===== src/rtl/borrow_lookahead_sub_seq.sv =====
`default_nettype none
// ============================================================================
// Module   : borrow_lookahead_sub_seq
// Purpose  : Multi-cycle subtractor, diff = a - b - bin. One 4-bit slice is
//            processed per clock, LSB slice first. Each slice uses 4-bit
//            borrow-lookahead logic. The slice borrow-out is registered
//            between cycles. A start/done handshake controls each operation.
// Ports    : clk    - system clock, rising edge
//            rst_n  - asynchronous active-low reset
//            start  - request, sampled in IDLE or DONE only
//            a, b   - minuend / subtrahend, captured when start is accepted
//            bin    - borrow-in, captured when start is accepted
//            add_sel- (BORROW_LOOKAHEAD_ADD_EN only) 1 selects a + b + bin
//            busy   - high while slices are being processed
//            done   - one-cycle pulse, result valid
//            diff   - result, held until the next accepted start
//            bout   - borrow (or carry in add mode) out of the MSB
//            ovf    - two's-complement overflow
// Options  : define BORROW_LOOKAHEAD_ADD_EN to add the add_sel port and
//            carry-lookahead addition on the same slice datapath.
// Revision : 1.0 - initial release
// ============================================================================
module borrow_lookahead_sub_seq #(
  parameter int WIDTH = 16
) (
  input  logic             clk,
  input  logic             rst_n,
  input  logic             start,
  input  logic [WIDTH-1:0] a,
  input  logic [WIDTH-1:0] b,
  input  logic             bin,
`ifdef BORROW_LOOKAHEAD_ADD_EN
  input  logic             add_sel,
`endif
  output logic             busy,
  output logic             done,
  output logic [WIDTH-1:0] diff,
  output logic             bout,
  output logic             ovf
);

  localparam int NSLICE = WIDTH / 4;
  localparam int CW     = (NSLICE > 1) ? $clog2(NSLICE) : 1;
  localparam logic [CW-1:0] C_LAST = CW'(NSLICE - 1);

  typedef enum logic [1:0] {
    ST_IDLE = 2'd0,
    ST_RUN  = 2'd1,
    ST_DONE = 2'd2
  } state_t;

  state_t           r_state;
  state_t           w_state_nxt;
  logic             w_accept;
  logic             w_last;

  logic [WIDTH-1:0] r_a;
  logic [WIDTH-1:0] r_b;
  logic             r_brw;
  logic [CW-1:0]    r_cnt;
  logic [WIDTH-1:0] r_diff;
  logic             r_bout;
  logic             r_ovf;

  logic [CW+1:0]    w_base;
  logic [3:0]       w_a4;
  logic [3:0]       w_b4;
  logic [3:0]       w_g;
  logic [3:0]       w_p;
  logic [4:0]       w_c;
  logic [3:0]       w_d;
  logic             w_sign_rule;
  logic             w_ovf;

`ifdef BORROW_LOOKAHEAD_ADD_EN
  logic             r_add;
`endif

  // --------------------------------------------------------------------------
  // Control FSM
  // --------------------------------------------------------------------------
  always_ff @(posedge clk or negedge rst_n) begin
    if (!rst_n) begin
      r_state <= ST_IDLE;
    end else begin
      r_state <= w_state_nxt;
    end
  end

  assign w_last = (r_cnt == C_LAST);

  always_comb begin
    w_state_nxt = r_state;
    w_accept    = 1'b0;
    case (r_state)
      ST_IDLE: begin
        if (start) begin
          w_accept    = 1'b1;
          w_state_nxt = ST_RUN;
        end
      end
      ST_RUN: begin
        if (w_last) begin
          w_state_nxt = ST_DONE;
        end
      end
      ST_DONE: begin
        // Back-to-back accept goes straight to RUN without an IDLE cycle.
        if (start) begin
          w_accept    = 1'b1;
          w_state_nxt = ST_RUN;
        end else begin
          w_state_nxt = ST_IDLE;
        end
      end
      default: begin
        w_state_nxt = ST_IDLE;
      end
    endcase
  end

  // --------------------------------------------------------------------------
  // Slice datapath
  // --------------------------------------------------------------------------
  assign w_base = {r_cnt, 2'b00};
  assign w_a4   = r_a[w_base +: 4];
  assign w_b4   = r_b[w_base +: 4];

`ifdef BORROW_LOOKAHEAD_ADD_EN
  // Carry generate/propagate for addition, borrow generate/propagate for
  // subtraction; the lookahead network below is shared by both.
  assign w_g = r_add ? (w_a4 & w_b4)    : (~w_a4 & w_b4);
  assign w_p = r_add ? (w_a4 ^ w_b4)    : ~(w_a4 ^ w_b4);
`else
  assign w_g = ~w_a4 & w_b4;
  assign w_p = ~(w_a4 ^ w_b4);
`endif

  // Fully expanded lookahead: every slice-internal borrow depends only on
  // g, p and the registered slice borrow-in, never on a rippled neighbour.
  assign w_c[0] = r_brw;
  assign w_c[1] = w_g[0] | (w_p[0] & r_brw);
  assign w_c[2] = w_g[1] | (w_p[1] & w_g[0]) | (w_p[1] & w_p[0] & r_brw);
  assign w_c[3] = w_g[2] | (w_p[2] & w_g[1]) | (w_p[2] & w_p[1] & w_g[0])
                | (w_p[2] & w_p[1] & w_p[0] & r_brw);
  assign w_c[4] = w_g[3] | (w_p[3] & w_g[2]) | (w_p[3] & w_p[2] & w_g[1])
                | (w_p[3] & w_p[2] & w_p[1] & w_g[0])
                | (w_p[3] & w_p[2] & w_p[1] & w_p[0] & r_brw);

  assign w_d = w_a4 ^ w_b4 ^ w_c[3:0];

  // Overflow is only evaluated on the last slice, so w_d[3] is the final
  // result MSB at that point.
`ifdef BORROW_LOOKAHEAD_ADD_EN
  assign w_sign_rule = r_add ? (r_a[WIDTH-1] == r_b[WIDTH-1])
                             : (r_a[WIDTH-1] != r_b[WIDTH-1]);
`else
  assign w_sign_rule = (r_a[WIDTH-1] != r_b[WIDTH-1]);
`endif
  assign w_ovf = w_sign_rule & (w_d[3] != r_a[WIDTH-1]);

  always_ff @(posedge clk or negedge rst_n) begin
    if (!rst_n) begin
      r_a    <= '0;
      r_b    <= '0;
      r_brw  <= 1'b0;
      r_cnt  <= '0;
      r_diff <= '0;
      r_bout <= 1'b0;
      r_ovf  <= 1'b0;
`ifdef BORROW_LOOKAHEAD_ADD_EN
      r_add  <= 1'b0;
`endif
    end else if (w_accept) begin
      r_a   <= a;
      r_b   <= b;
      r_brw <= bin;
      r_cnt <= '0;
`ifdef BORROW_LOOKAHEAD_ADD_EN
      r_add <= add_sel;
`endif
    end else if (r_state == ST_RUN) begin
      r_diff[w_base +: 4] <= w_d;
      r_brw               <= w_c[4];
      if (w_last) begin
        r_bout <= w_c[4];
        r_ovf  <= w_ovf;
      end else begin
        r_cnt <= r_cnt + 1'b1;
      end
    end
  end

  assign busy = (r_state == ST_RUN);
  assign done = (r_state == ST_DONE);
  assign diff = r_diff;
  assign bout = r_bout;
  assign ovf  = r_ovf;

endmodule
`default_nettype wire

===== config.mk =====
export PLATFORM = sky130hd
export DESIGN_NAME = borrow_lookahead_sub_seq
export DESIGN_NICKNAME = d
export VERILOG_FILES = /design/src/rtl/borrow_lookahead_sub_seq.sv
export SDC_FILE = /design/constraint.sdc
export NUM_CORES = 1
export LEC_CHECK = 0
export BUFFER_PORTS_ARGS = -buffer_cell sky130_fd_sc_hd__buf_2
export CORE_MARGIN = 2
export CORE_UTILIZATION = 49
export DETAILED_ROUTE_END_ITERATION = 6
export PLACE_DENSITY_LB_ADDON = 0.2
export SYNTH_ARGS = -nofsm -noshare
export SYNTH_HDL_FRONTEND = slang
export SYNTH_SLANG_ARGS = --single-unit

===== constraint.sdc =====
create_clock -name clk -period 2.6 [get_ports clk]
set_input_delay 0.13 -clock clk [delete_from_list [all_inputs] [get_ports clk]]
set_output_delay 0.13 -clock clk [all_outputs]
set_load 0.1 [all_outputs]

Word level (Yosys, flattened, before mapping). Cells that the tools add are included. W data, S select, Z words.

Bits in registers: 55. Input port bits: 36. Output and inout port bits: 20. Logic and storage cells: 74.

$add $sub $neg: 2. Equal/unequal tests: 8. Shifts and indexed selects: 4. Mux-type cells: 12. Bitwise gates (word level): 33. Reduce and logical (&&, ||, !) cells: 7.

Operators with widths (count): $shiftx A16 B5 Y4 (2); $and A1 B1 Y1 (17); $bwmux W16 (1); $shift A4 B6 Y16 const A (1); $shiftx A4 B6 Y16 (1); $mux W2 (5); $or A1 B1 Y1 (10); $not A4 Y4 (2); $xor A4 B4 Y4 (2); $neg A4 Y6 (1); $pmux W2 S3 (1); $reduce_and A2 Y1 (3); $mux W1 (5); $and A4 B4 Y4 (1); $eq A2 B2 Y1 const B (2); $ne A2 B2 Y1 const B (2); $reduce_and A3 Y1 (1); $add A2 B1 Y2 const B (1); $eq A2 B1 Y1 const B (1); $logic_not A2 Y1 (1); $ne A1 B1 Y1 (2); $ne A2 B1 Y1 const B (1); $reduce_bool A2 Y1 (1); $reduce_or A2 Y1 (1); $not A1 Y1 (1).

Depth between registers and ports, before layout.
Depth in word-level cells: 10. Depth in mapped cells: 8. Depth with buffers taken out: 7.

Worst setup path before layout. Ideal clock, no wire load.

Path type: reg-to-reg. Start point: reg r_cnt[0]. End point: reg r_ovf (netlist: ovf). Setup time: 0.087 ns. Arrival time: 2.399 ns. Required time: 2.513 ns. Path slack: 0.114 ns. Cell stages (with the launch flop): 9. Buffers on the path: 1. Clock period less this slack: 2.486 ns. Cells stage by stage: dfrtp_1 > buf_4 > mux4_2 > inv_1 > ha_1 > a21o_1 > and4_4 > or3_1 > o211ai_1.

Cells in the longest elaborated chain, start to end: 10. Elaborated cells between the ends (all ways): 19. Those cells by class: eq/ne (2); shift (2); bitwise (14); reduce/logical (1).

RTL lines: from (decl) (RTL line 60) `logic [CW-1:0] r_cnt;`; from (signal assigned) (RTL line 189) `r_cnt <= r_cnt + 1'b1;`; $shiftx A16 B5 Y4 (on tied branches) (RTL line 126, 127); $xor A4 B4 Y4 or $not A4 Y4 (tied branches) (RTL line 136, 150, 135); $not A4 Y4 or $and A4 B4 Y4 (tied branches) (RTL line 136, 135); $and A1 B1 Y1 (on tied branches) (RTL line 144, 145); $or A1 B1 Y1 (tied with other cells) (RTL line 144) `assign w_c[3] = w_g[2] | (w_p[2] & w_g[1]) | (w_p[2] & w_p[1] & w_g[0])`; $or A1 B1 Y1 or $and A1 B1 Y1 (tied branches) (RTL line 144, 145); $or A1 B1 Y1 (RTL line 145) `| (w_p[2] & w_p[1] & w_p[0] & r_brw);`; $xor A4 B4 Y4 (RTL line 150) `assign w_d = w_a4 ^ w_b4 ^ w_c[3:0];`; $ne A1 B1 Y1 (RTL line 160) `assign w_ovf = w_sign_rule & (w_d[3] != r_a[WIDTH-1]);`; $and A1 B1 Y1 (RTL line 160); to (signal assigned) (RTL line 187) `r_ovf <= w_ovf;`; to (decl) (RTL line 63) `logic r_ovf;`.

Several ways; a longest one is shown, not always the timed one. A chain may end at the register's enable or synchronous reset.

Worst setup path after layout. Ends and elaborated chain as after synthesis.

==> run_results.csv <==
group,metric,value,unit
clocking,numCtsBuffers,5,
worst_setup_path,cp_top_family,"multiplexers",
grt,grt_pass1_wl,8.473,mm
sta,timing.final.crit_share,0.9032,
drt,num_vias,1750,
drt,postRouteAntennaNets,0,
grt,grt_pass1_vias,1809,
sta,min_period,2348,ps
sta,post-route-worst-setup-slack,251.7,ps
clocking,cts_root_buffer,"clkbuf_8",
layout,syn_to_final_growth,17.88,%
grt,antenna_found_initial,0,
drt,drc,0,
worst_setup_path,crit_fanout,6,
grt,overflow,0,
sta,final_max_slew_viol_count,0,
sta,hold_violations,0,
worst_setup_path,end_kind,"register",
synthesis,synth_nets,252,
sta,fmax,425.8,MHz
synthesis,seq_area_frac_synth,0.5258,
sta,grt_setup_unrepaired,"false",
worst_setup_path,worstPathRequired,2830,ps
worst_setup_path,crit_slowest_cell,"mux4_2",
grt,grt_max_degree,38,
grt,grt.total_usage,0.1807,
die,io_pins,56,
placement,pre_cts_slack,145.1,ps
drt,viasPerCell,5.193,
clocking,path_clk_slew,90,ps
die,dieArea,5943,um2
worst_setup_path,cp_num_buf_inv,1,
sta,setup_viol,0,
die,die_x,77.09,um
placement,gp_congestion,0.7541,
die,rows,26,
worst_setup_path,cp-start-kind,"register",
sta,worstMarginPinSlew,483.9,ps
die,initial_core_util,0.5093,
synthesis,syn_inst,205,
layout,instances_no_fill,337,
layout,fin_nets,315,
min_path,hp-class,"primary input to register",
clocking,clockBufferDepth,2,
die,die_h,77.09,um
sta,fin_skew,4.840,ps
clocking,clkLatencyLatePin,300,ps
placement,hpwl,3.687,mm
sta,setup_tns,0,ps
synthesis,synth_area,2618,um2
drt,drt_iter0_markers,102,
clocking,postCtsSetupBuffers,0,
layout,layout_commonest_cell,"buf_2",
placement,dp.cells,330,
clocking,cts_tree,"built",
clocking,cts_max_level,2,
synthesis,synth_warnings,0,
die,core_area,5140,um2
status,status,"completed",
layout,drive_gt1_frac,0.4307,
drt,avgRoutedWirePerCell,14.43,um
flow_run,max_cap_violations,0,
placement,portBuffers,55,
drt,routed_wl,4.863,mm
synthesis,avgSynthCellArea,12.77,um2
worst_setup_path,slowest_delay,560,ps
drt,dr.pass1.iters,4,
layout,final_cell_mix,"buf_2, dfrtp_1, mux2_2, nand2_1, ha_1",
clocking,cts.sinks,55,
synthesis,ys_types,35,
layout,n_antenna_cell,0,
sta,maxSlewHeadroom,0.6751,
worst_setup_path,arrival,2580,ps
worst_setup_path,path_class,"register to register",
synthesis,ys_ff_latch,55,
worst_setup_path,worstPathCellList,"mux4_2 -> inv_1 -> ha_1 -> a21o_1 -> and4_4 -> or3_1 -> o211ai_1",
per-layer routing:
layer  vias to the layer above  share of wire  GRT usage
li1                        852              -          -
met1                       842           0.47     0.2498
met2                        50           0.47     0.2842
met3                         6          0.049    0.04000
met4                         0          0.013    0.06250
met5                         -              0          0
worst paths after layout:
check | from | endpoint | slack [ps] | cells past startpoint
setup reg to reg | r_cnt[0] | ovf | 250 | 7
max in group asynchronous | rst_n | r_cnt[0] | 1920 | 3
min in group asynchronous | rst_n | r_a[7] | 350 | 3
setup / recovery | r_cnt[0] | ovf | 250 | 7
hold / removal | a[8] | r_a[8] | 50 | 2
hold reg to reg | bout | bout | 480 | 2
cells by family after synthesis:
group,after synthesis,synth area share
AO/OA/AOI/OAI,27,0.06501
XOR/XNOR,3,0.01004
adder cells (fa/ha/maj),11,0.05545
buffers and inverters,17,0.03059
flip-flops,55,0.5258
multiplexers,41,0.2103
AND/OR/NAND/NOR,51,0.1028
stage by stage:
step           hold WS [ps]  area [um2]  utilization
2_1_floorplan        -165.6        2618            -
3_3_place_gp          152.4        3002       0.5840
3_5_place_dp          154.0        3002       0.5840
4_1_cts               42.16        3084       0.6000
5_1_grt               43.61        3085       0.6003
6_report              52.66        3085       0.6003
area by class of cell:
| class | count | area (um2) |
|---|---|---|
| Sequential cell | 55 | 1378 |
| Tap cell | 70 | 87.58 |
| Timing Repair Buffer | 64 | 345.3 |
| Inverter | 9 | 33.78 |
| Multi-Input combinational cell | 133 | 1169 |
| Clock buffer | 6 | 72.57 |
| Fill cell | 459 | 2054 |
cells in the mapped netlist, drive strengths merged:
master / count / area, um2
a211oi: 2 / 15.01
a21o: 1 / 7.510
a21oi: 3 / 15.01
and2b: 3 / 22.52
and4: 1 / 11.26
buf: 6 / 38.79
clkbuf: 2 / 7.510
dfrtp: 55 / 1376
fa: 1 / 20.02
ha: 10 / 125.1
inv: 9 / 33.78
mux2: 32 / 360.4
mux2i: 1 / 10.01
mux4: 8 / 180.2
nand2: 26 / 112.6
nand2b: 2 / 12.51
nand3b: 2 / 15.01
nand4: 2 / 12.51
nor2: 6 / 22.52
nor2b: 2 / 12.51
nor3: 2 / 10.01
nor3b: 1 / 7.510
o211ai: 1 / 7.510
o21a: 1 / 7.510
o21ai: 11 / 55.05
o31ai: 6 / 45.04
o41ai: 2 / 17.52
or2: 1 / 6.260
or3: 3 / 23.77
xnor2: 3 / 26.28
state kept, by name, summed over array words and instances (netlist names):
register and flops:
bout 1, diff 16, ovf 1, r_a 16
r_b 16, r_brw 1, r_cnt 2, r_state 2
what timing repair did:
item / CTS / global route
hold endpoints to repair: 55 / 0
hold buffers: 1 / 0
setup endpoints to repair: 0 / 1
gates resized for setup: 0 / 1
Power is left out: the tool's default activity adds up to more than one toggle a clock period on the data nets, which glitch-free logic cannot reach.
